`src/rtl/div_error_accumulator.sv`:
```
// Error-metric stage for the array dividers: accumulates quotient SSE, max |quotient error|
// and mismatch count over a window of (approximate, exact) quotient/remainder pairs.
module div_error_accumulator #(
    parameter int W     = 8,
    parameter int CNT_W = 16,
    parameter int ACC_W = 32
) (
    input  logic             clk,
    input  logic             rst,
    input  logic             clear,
    input  logic             start,
    input  logic [CNT_W-1:0] num_samples,
    input  logic             in_valid,
    output logic             in_ready,
    input  logic [W-1:0]     q_apx,
    input  logic [W-1:0]     r_apx,
    input  logic [W-1:0]     q_exact,
    input  logic [W-1:0]     r_exact,
    output logic [ACC_W-1:0] sse_q,
    output logic             sse_ovf,
    output logic [W-1:0]     max_err_q,
    output logic [CNT_W-1:0] mism_cnt,
    output logic             busy,
    output logic             done,
    output logic [1:0]       state_dbg
);
    // Handshake: a sample transfers on a rising edge where in_valid && in_ready;
    // in_ready depends only on state, never on in_valid.
    typedef enum logic [1:0] {IDLE = 2'd0, RUN = 2'd1, DRAIN = 2'd2, DONE = 2'd3} state_t;

    localparam logic [CNT_W-1:0] CNT_ONE = {{(CNT_W-1){1'b0}}, 1'b1};

    state_t           state, state_nx;
    logic [CNT_W-1:0] cnt, num_reg;
    logic             v1, mism1;
    logic [W-1:0]     e1, diff;
    logic             accept, last_accept, start_ok;
    logic [2*W-1:0]   sq;
    logic [ACC_W:0]   sum;

    assign in_ready    = (state == RUN);
    assign busy        = (state == RUN) || (state == DRAIN);
    assign done        = (state == DONE);
    assign state_dbg   = state;
    assign accept      = in_valid && in_ready;
    assign last_accept = accept && (cnt == num_reg - CNT_ONE);
    assign start_ok    = start && ((state == IDLE) || (state == DONE));
    assign diff        = (q_apx >= q_exact) ? (q_apx - q_exact) : (q_exact - q_apx);
    assign sq          = e1 * e1;
    // One extra bit catches the carry out of the accumulator for saturation.
    assign sum         = {1'b0, sse_q} + {{(ACC_W+1-2*W){1'b0}}, sq};

    always_comb begin
        state_nx = state;
        case (state)
            IDLE, DONE: if (start) state_nx = (num_samples == '0) ? DONE : RUN;
            RUN:        if (last_accept) state_nx = DRAIN;
            DRAIN:      if (!v1) state_nx = DONE;
            default:    state_nx = IDLE;
        endcase
    end

    always_ff @(posedge clk or posedge rst) begin
        if (rst)        state <= IDLE;
        else if (clear) state <= IDLE;
        else            state <= state_nx;
    end

    always_ff @(posedge clk or posedge rst) begin
        if (rst) begin
            cnt <= '0; num_reg <= '0; v1 <= 1'b0; e1 <= '0; mism1 <= 1'b0;
            sse_q <= '0; sse_ovf <= 1'b0; max_err_q <= '0; mism_cnt <= '0;
        end else if (clear) begin
            cnt <= '0; num_reg <= '0; v1 <= 1'b0; e1 <= '0; mism1 <= 1'b0;
            sse_q <= '0; sse_ovf <= 1'b0; max_err_q <= '0; mism_cnt <= '0;
        end else begin
            v1 <= accept;
            if (accept) begin
                e1    <= diff;
                mism1 <= (q_apx != q_exact) || (r_apx != r_exact);
            end
            if (start_ok) begin
                num_reg   <= num_samples;
                cnt       <= '0;
                sse_q     <= '0;
                sse_ovf   <= 1'b0;
                max_err_q <= '0;
                mism_cnt  <= '0;
            end else begin
                if (accept) cnt <= cnt + CNT_ONE;
                if (v1) begin
                    if (sum[ACC_W]) begin
                        sse_q   <= '1;
                        sse_ovf <= 1'b1;
                    end else begin
                        sse_q <= sum[ACC_W-1:0];
                    end
                    if (e1 > max_err_q) max_err_q <= e1;
                    if (mism1) mism_cnt <= mism_cnt + CNT_ONE;
                end
            end
        end
    end
endmodule
```
`config.mk`:
```
export PLATFORM = sky130hd
export DESIGN_NAME = div_error_accumulator
export DESIGN_NICKNAME = d
export VERILOG_FILES = /design/src/rtl/div_error_accumulator.sv
export SDC_FILE = /design/constraint.sdc
export NUM_CORES = 1
export LEC_CHECK = 0
export CAP_MARGIN = 10
export CORE_MARGIN = 1
export CORE_UTILIZATION = 33
export CTS_CLUSTER_DIAMETER = 50
export CTS_CLUSTER_SIZE = 20
export DETAILED_ROUTE_END_ITERATION = 7
export SLEW_MARGIN = 10
export SYNTH_ARGS = -nofsm -noshare
export SYNTH_HDL_FRONTEND = slang
export SYNTH_SLANG_ARGS = --single-unit
```
`constraint.sdc`:
```
create_clock -name clk -period 5.95 [get_ports clk]
set_input_delay 0.8925 -clock clk [delete_from_list [all_inputs] [get_ports clk]]
set_output_delay 0.8925 -clock clk [all_outputs]
set_load 0.03 [all_outputs]
```
# Word level (Yosys, flattened, before mapping)
# Cells that the tools add are included.
# word_totals
in_bits	53
output_inout_bits	62
wordCells	81
ff_bits	101
# op_classes
n_reduce_logical	20
muxes	33
eq_ne	9
addsub	6
multipliers	1
order_cmp	2
# op_table
cell	n
$mux W16	9
$mux W32	4
$mux W8	7
$add A32 B16 Y33	1
$add A16 B1 Y16 const B	2
$eq A16 B16 Y1	1
$logic_not A16 Y1	1
$mul A8 B8 Y16	1
$ne A8 B8 Y1	2
$sub A16 B1 Y16 const B	1
$sub A8 B8 Y8	2
$reduce_bool A3 Y1	5
$mux W2	5
$ge A8 B8 Y1	1
$gt A8 B8 Y1	1
$mux W1	7
$ne A3 B3 Y1 const B	2
$pmux W2 S3	1
$reduce_and A2 Y1	3
$eq A2 B2 Y1 const B	2
$reduce_bool A2 Y1	2
$logic_and A1 B1 Y1	3
$logic_or A1 B1 Y1	3
$ne A3 B2 Y1 const B	1
other kinds (4)	4

# Depth between registers and ports, before layout
# depth
ltp_word	6
ltp_mapped	21
ltp_nobuf	19

# Worst setup path after synthesis
# OpenSTA, ideal clock, no wires.
# synth_path
kind	flip-flop to flip-flop
from	register e1[2]
to	register sse_q[17]
path_buffers	1
t_arrival_ps	4982
setup_ps	72
path_slack_ps	896
stages_incl_launch_ff	17
path_cell_list	dfrtp_1 > clkbuf_1 > and2_1 > fa_1 > fa_1 > fa_1 > inv_1 > fa_1 > inv_1 > ha_1 > a21o_1 > a21o_1 > a21oi_1 > and2_1 > a21bo_2 > a2111oi_0 > a311o_1
# synth_between
elab_chain_len	6
# synth_lines
item	line_no	source
start: declaration	36	logic [W-1:0] e1, diff;
start signal: assignment	79	e1 <= diff;
$mul A8 B8 Y16	49	assign sq = e1 * e1;
$add A32 B16 Y33	51	assign sum = {1'b0, sse_q} + {{(ACC_W+1-2*W){1'b0}}, sq};
$mux W32	92	if (sum[ACC_W]) begin
$mux W32	91	if (v1) begin
$mux W32	82	if (start_ok) begin
$mux W32	73	end else if (clear) begin
end signal: assignment	96	sse_q <= sum[ACC_W-1:0];
end: declaration	19	output logic [ACC_W-1:0] sse_q,
# Every way passes these cells. The select of a mux whose other input is x is not followed.
# A chain may end at the register's enable or synchronous reset.

# Final worst setup path
# layout_path
from	register e1[6]
to	register sse_q[22]
# Same word-level chain as after synthesis.

==> impl_metrics.toml <==
[worst_setup_path]
ff2ff_setup_slack_ns = 0.62
worstSetupEndpoint = "sse_q[22]"
critPathKind = "reg2reg"
rr_endpoint = "sse_q[22]"
worstPathMaxFanout = 22
cp_data_arrival_time_ns = 5.59
worst_path_most_repeated_cell = "sky130_fd_sc_hd__fa_1"
crit_cells = 17
r2r_cells = 17
required_time_worst_endpoint_ns = 6.21
cp-end-kind = "flop"
startpoint = "e1[6]"
cp_num_buf_inv = 3
cp_slowest_cell = "sky130_fd_sc_hd__dfrtp_1"
cp_top_family = "adder cells"
worst_path_largest_cell_delay_ns = 0.58
rr_startpoint = "e1[6]"
crit_path_cell_trace = "and2_1, fa_1, fa_1, fa_1, inv_1, fa_1, inv_1, ha_1, and3_1, nand4_1, nand2_1, a41oi_1, a21bo_2, a21oi_1, nand3_1, buf_4, a21oi_1"
timing.critical_path.from_type = "flop"

[detailed_routing]
drtAntennaViolNets = 0
drt-wirelength-per-cell_um = 14.34
wirelength_met1_um = 9245
first_pass_iters = 4
vias = 6813
route.top_layer_used = "met4"
route.met2.wl_um = 9879
detail_route.wirelength_um = 19880
drc = 0
routed-wl-met3_um = 587
via_per_inst = 4.916
dr.first_iter.drc_count = 296

[placement]
hpwlAfterDp_um = 15390
final_replace_weighted_congestion = 0.8385
port_buffers = 114

[pwr]
ir_worst_vdd_mv = 0.2167
power_density_nw_per_um2 = 206.6
p_leak_uw = 0.004610

[clocking]
cts_root_buffer = "sky130_fd_sc_hd__clkbuf_16"
cts_buffers = 9
clock_input_transition_at_the_sequential_cells_of_the_worst_setup_and_hold_paths_ns = 0.07
clk_path_buf_depth = 2
tritoncts = "built"
worst_skew_pair.late_latency_ns = 0.36
cts.repair.resized = 0
cts_sinks = 101
post-cts-setup-buffer-count = 0
cts_htree_levels = 3
cts_hold_buffers = 0

[sta]
final-max-slew-violation-count = 0
unrepaired_setup_endpoints_after_global_routing = "false"
finalCritPeriodShare = 0.8952
setup_tns_ns = 0
slew-limit-headroom = 0.3367
final-setup-viol-count = 0
timing_worst_slew_pin_value_ns = 0.9950
clock-skew-final_ns = 0.007295
fmax_mhz = 187.8
hold_violations = 0
timing.final.crit_period_ns = 5.326

[yosys]
commonest_cells_in_the_netlist = "116 x sky130_fd_sc_hd__inv_1, 110 x sky130_fd_sc_hd__nand2_1, 101 x sky130_fd_sc_hd__dfrtp_1, 80 x sky130_fd_sc_hd__a21oi_1, 72 x sky130_fd_sc_hd__ha_1"
post_synth.cell_area_avg_sq_um = 8.731
synth.lib_cells_used.distinct = 66
synth-seq-area-share = 0.3022
post_synth_inst_count = 958
ys_seq_elements = 101
top_post_synthesis_cells_by_area = "sky130_fd_sc_hd__dfrtp_1 30%, sky130_fd_sc_hd__ha_1 11%, sky130_fd_sc_hd__fa_1 9.3%"
synth_most_common_cell = "sky130_fd_sc_hd__inv_1"
synthArstFlopShare = 1.000
number_of_enable_flip_flop_cells_after_synthesis = 0
synthesis.yosys.warnings = 0
postSynth.topFlopCell = "sky130_fd_sc_hd__dfrtp_1"
postSynthNetCount = 1122
syn_area_sq_um = 8364
synth.top_cell.area_share = 0.3022
netlist.top_cell.by_area = "sky130_fd_sc_hd__dfrtp_1"

[die]
io_pins = 115
die_outline_area_sq_um = 25990
die_w_um = 161.2
dieHeight_um = 161.2
floorplan.initialDensity = 0.3399
num_rows = 57
core-area_sq_um = 24600

[cells_and_area]
share_of_cells_above_drive_strength_1 = 0.03861
design.final.nets = 1221
layout.core_utilization = 0.4124
diode_insertion_count_for_antenna_repair = 0
registers.top_by_ff_count = "sse_q"
flip_flop_count_of_the_largest_register_after_layout = 32
area_growth_pct = 21.30

[global_routing]
first_global_vias = 6935
grt_first_pass_wirelength_um = 34220
gr_overflow_total = 0
global_route.usage.total = 0.1622
grt_start_max_net_pins = 70
initial_antenna_violation_count = 0

[run]
count_of_max_cap_constraint_violations = 0

[run_status]
result_of_the_run = "completed"

[worst_hold_path]
timing.hold.worst.class = "reg2reg"
[kinds of logic (layout without fill, tap and decap cells)]
| logic type | Yosys count | after routing | share of synthesized area |
|---|---|---|---|
| and+or+nand+nor | 310 | 310 | 0.1809 |
| AOI/OAI and AO/OA | 190 | 190 | 0.1414 |
| buffers and inverters | 149 | 253 | 0.06896 |
| adders and majority gates | 111 | 111 | 0.2010 |
| DFF | 101 | 101 | 0.3022 |
| xor gates and xnor gates | 73 | 73 | 0.07644 |
| muxes | 24 | 24 | 0.02917 |
[layout by cell type, fill, tap and decap left out, types with 3 or more instances in the layout]
cell	synthesis	final
sky130_fd_sc_hd__a211oi_1	8	8
sky130_fd_sc_hd__a21o_1	14	14
sky130_fd_sc_hd__a21oi_1	80	80
sky130_fd_sc_hd__a31oi_1	10	10
sky130_fd_sc_hd__and2_1	26	26
sky130_fd_sc_hd__and3_1	12	12
sky130_fd_sc_hd__buf_4	1	7
sky130_fd_sc_hd__clkbuf_16	0	9
sky130_fd_sc_hd__clkdlybuf4s50_1	0	114
sky130_fd_sc_hd__dfrtp_1	101	101
sky130_fd_sc_hd__fa_1	39	39
sky130_fd_sc_hd__ha_1	72	72
sky130_fd_sc_hd__inv_1	116	115
sky130_fd_sc_hd__mux2_2	3	3
sky130_fd_sc_hd__mux2i_1	21	21
sky130_fd_sc_hd__nand2_1	110	110
sky130_fd_sc_hd__nand3_1	17	17
sky130_fd_sc_hd__nand4_1	16	16
sky130_fd_sc_hd__nor2_1	60	60
sky130_fd_sc_hd__nor2b_1	10	10
sky130_fd_sc_hd__nor3_1	16	16
sky130_fd_sc_hd__nor4_1	10	10
sky130_fd_sc_hd__o211ai_1	4	4
sky130_fd_sc_hd__o21a_1	9	9
sky130_fd_sc_hd__o21ai_0	31	31
sky130_fd_sc_hd__o21bai_1	4	4
sky130_fd_sc_hd__or3_1	14	14
sky130_fd_sc_hd__xnor2_1	39	39
sky130_fd_sc_hd__xor2_1	34	34
[final cells by class]
class / instances / area, sq um
Clock buffer: 11 / 252.7
Clock inverter: 5 / 66.31
Fill cell: 2506 / 14460
Inverter: 116 / 437.9
Multi-Input combinational cell: 708 / 5263
Sequential cell: 101 / 2527
Tap cell: 324 / 405.4
Timing Repair Buffer: 121 / 1194
[worst min path at each step]
stage	cells past startpoint	start	slack, ns	end
2_1_floorplan	2	num_reg[15]	0.52	num_reg[15]
5_1_grt	1	sse_ovf	0.54	sse_ovf
3_5_place_dp	1	sse_ovf	0.52	sse_ovf
6_report	1	sse_ovf	0.52	sse_ovf
3_3_place_gp	1	sse_ovf	0.51	sse_ovf
4_1_cts	1	sse_ovf	0.54	sse_ovf
[metal layers]
metal / global-route usage / vias up
met4: 0.03002 / 0
met2: 0.2859 / 77
met1: 0.2056 / 3282
li1: - / 3439
met3: 0.03261 / 15
met5: 0 / -
[through the flow]
step / setup slack (ns) / area (sq um) / total power (uW) / instances / hold slack [ns]
floorplan: 0.8962 / 8364 / 1275 / 958 / 0.5172
global placement: 0.7413 / 9827 / 1460 / 1370 / 0.5142
detailed placement: 0.6493 / 9827 / 1472 / 1370 / 0.5188
CTS: 0.6515 / 10150 / 2125 / 1386 / 0.5358
global route: 0.1702 / 10150 / 2246 / 1386 / 0.5432
finish: 0.6238 / 10150 / 2096 / 1386 / 0.5155
[power by group]
part           leakage (uW)  switching, uW  total (uW)  internal, uW
Clock              0.000154            289         644           355
Sequential          0.00140           58.3         779           721
Combinational       0.00306            395         673           278
Total               0.00461            742        2100          1350
Power figures use the tool's default switching activity.
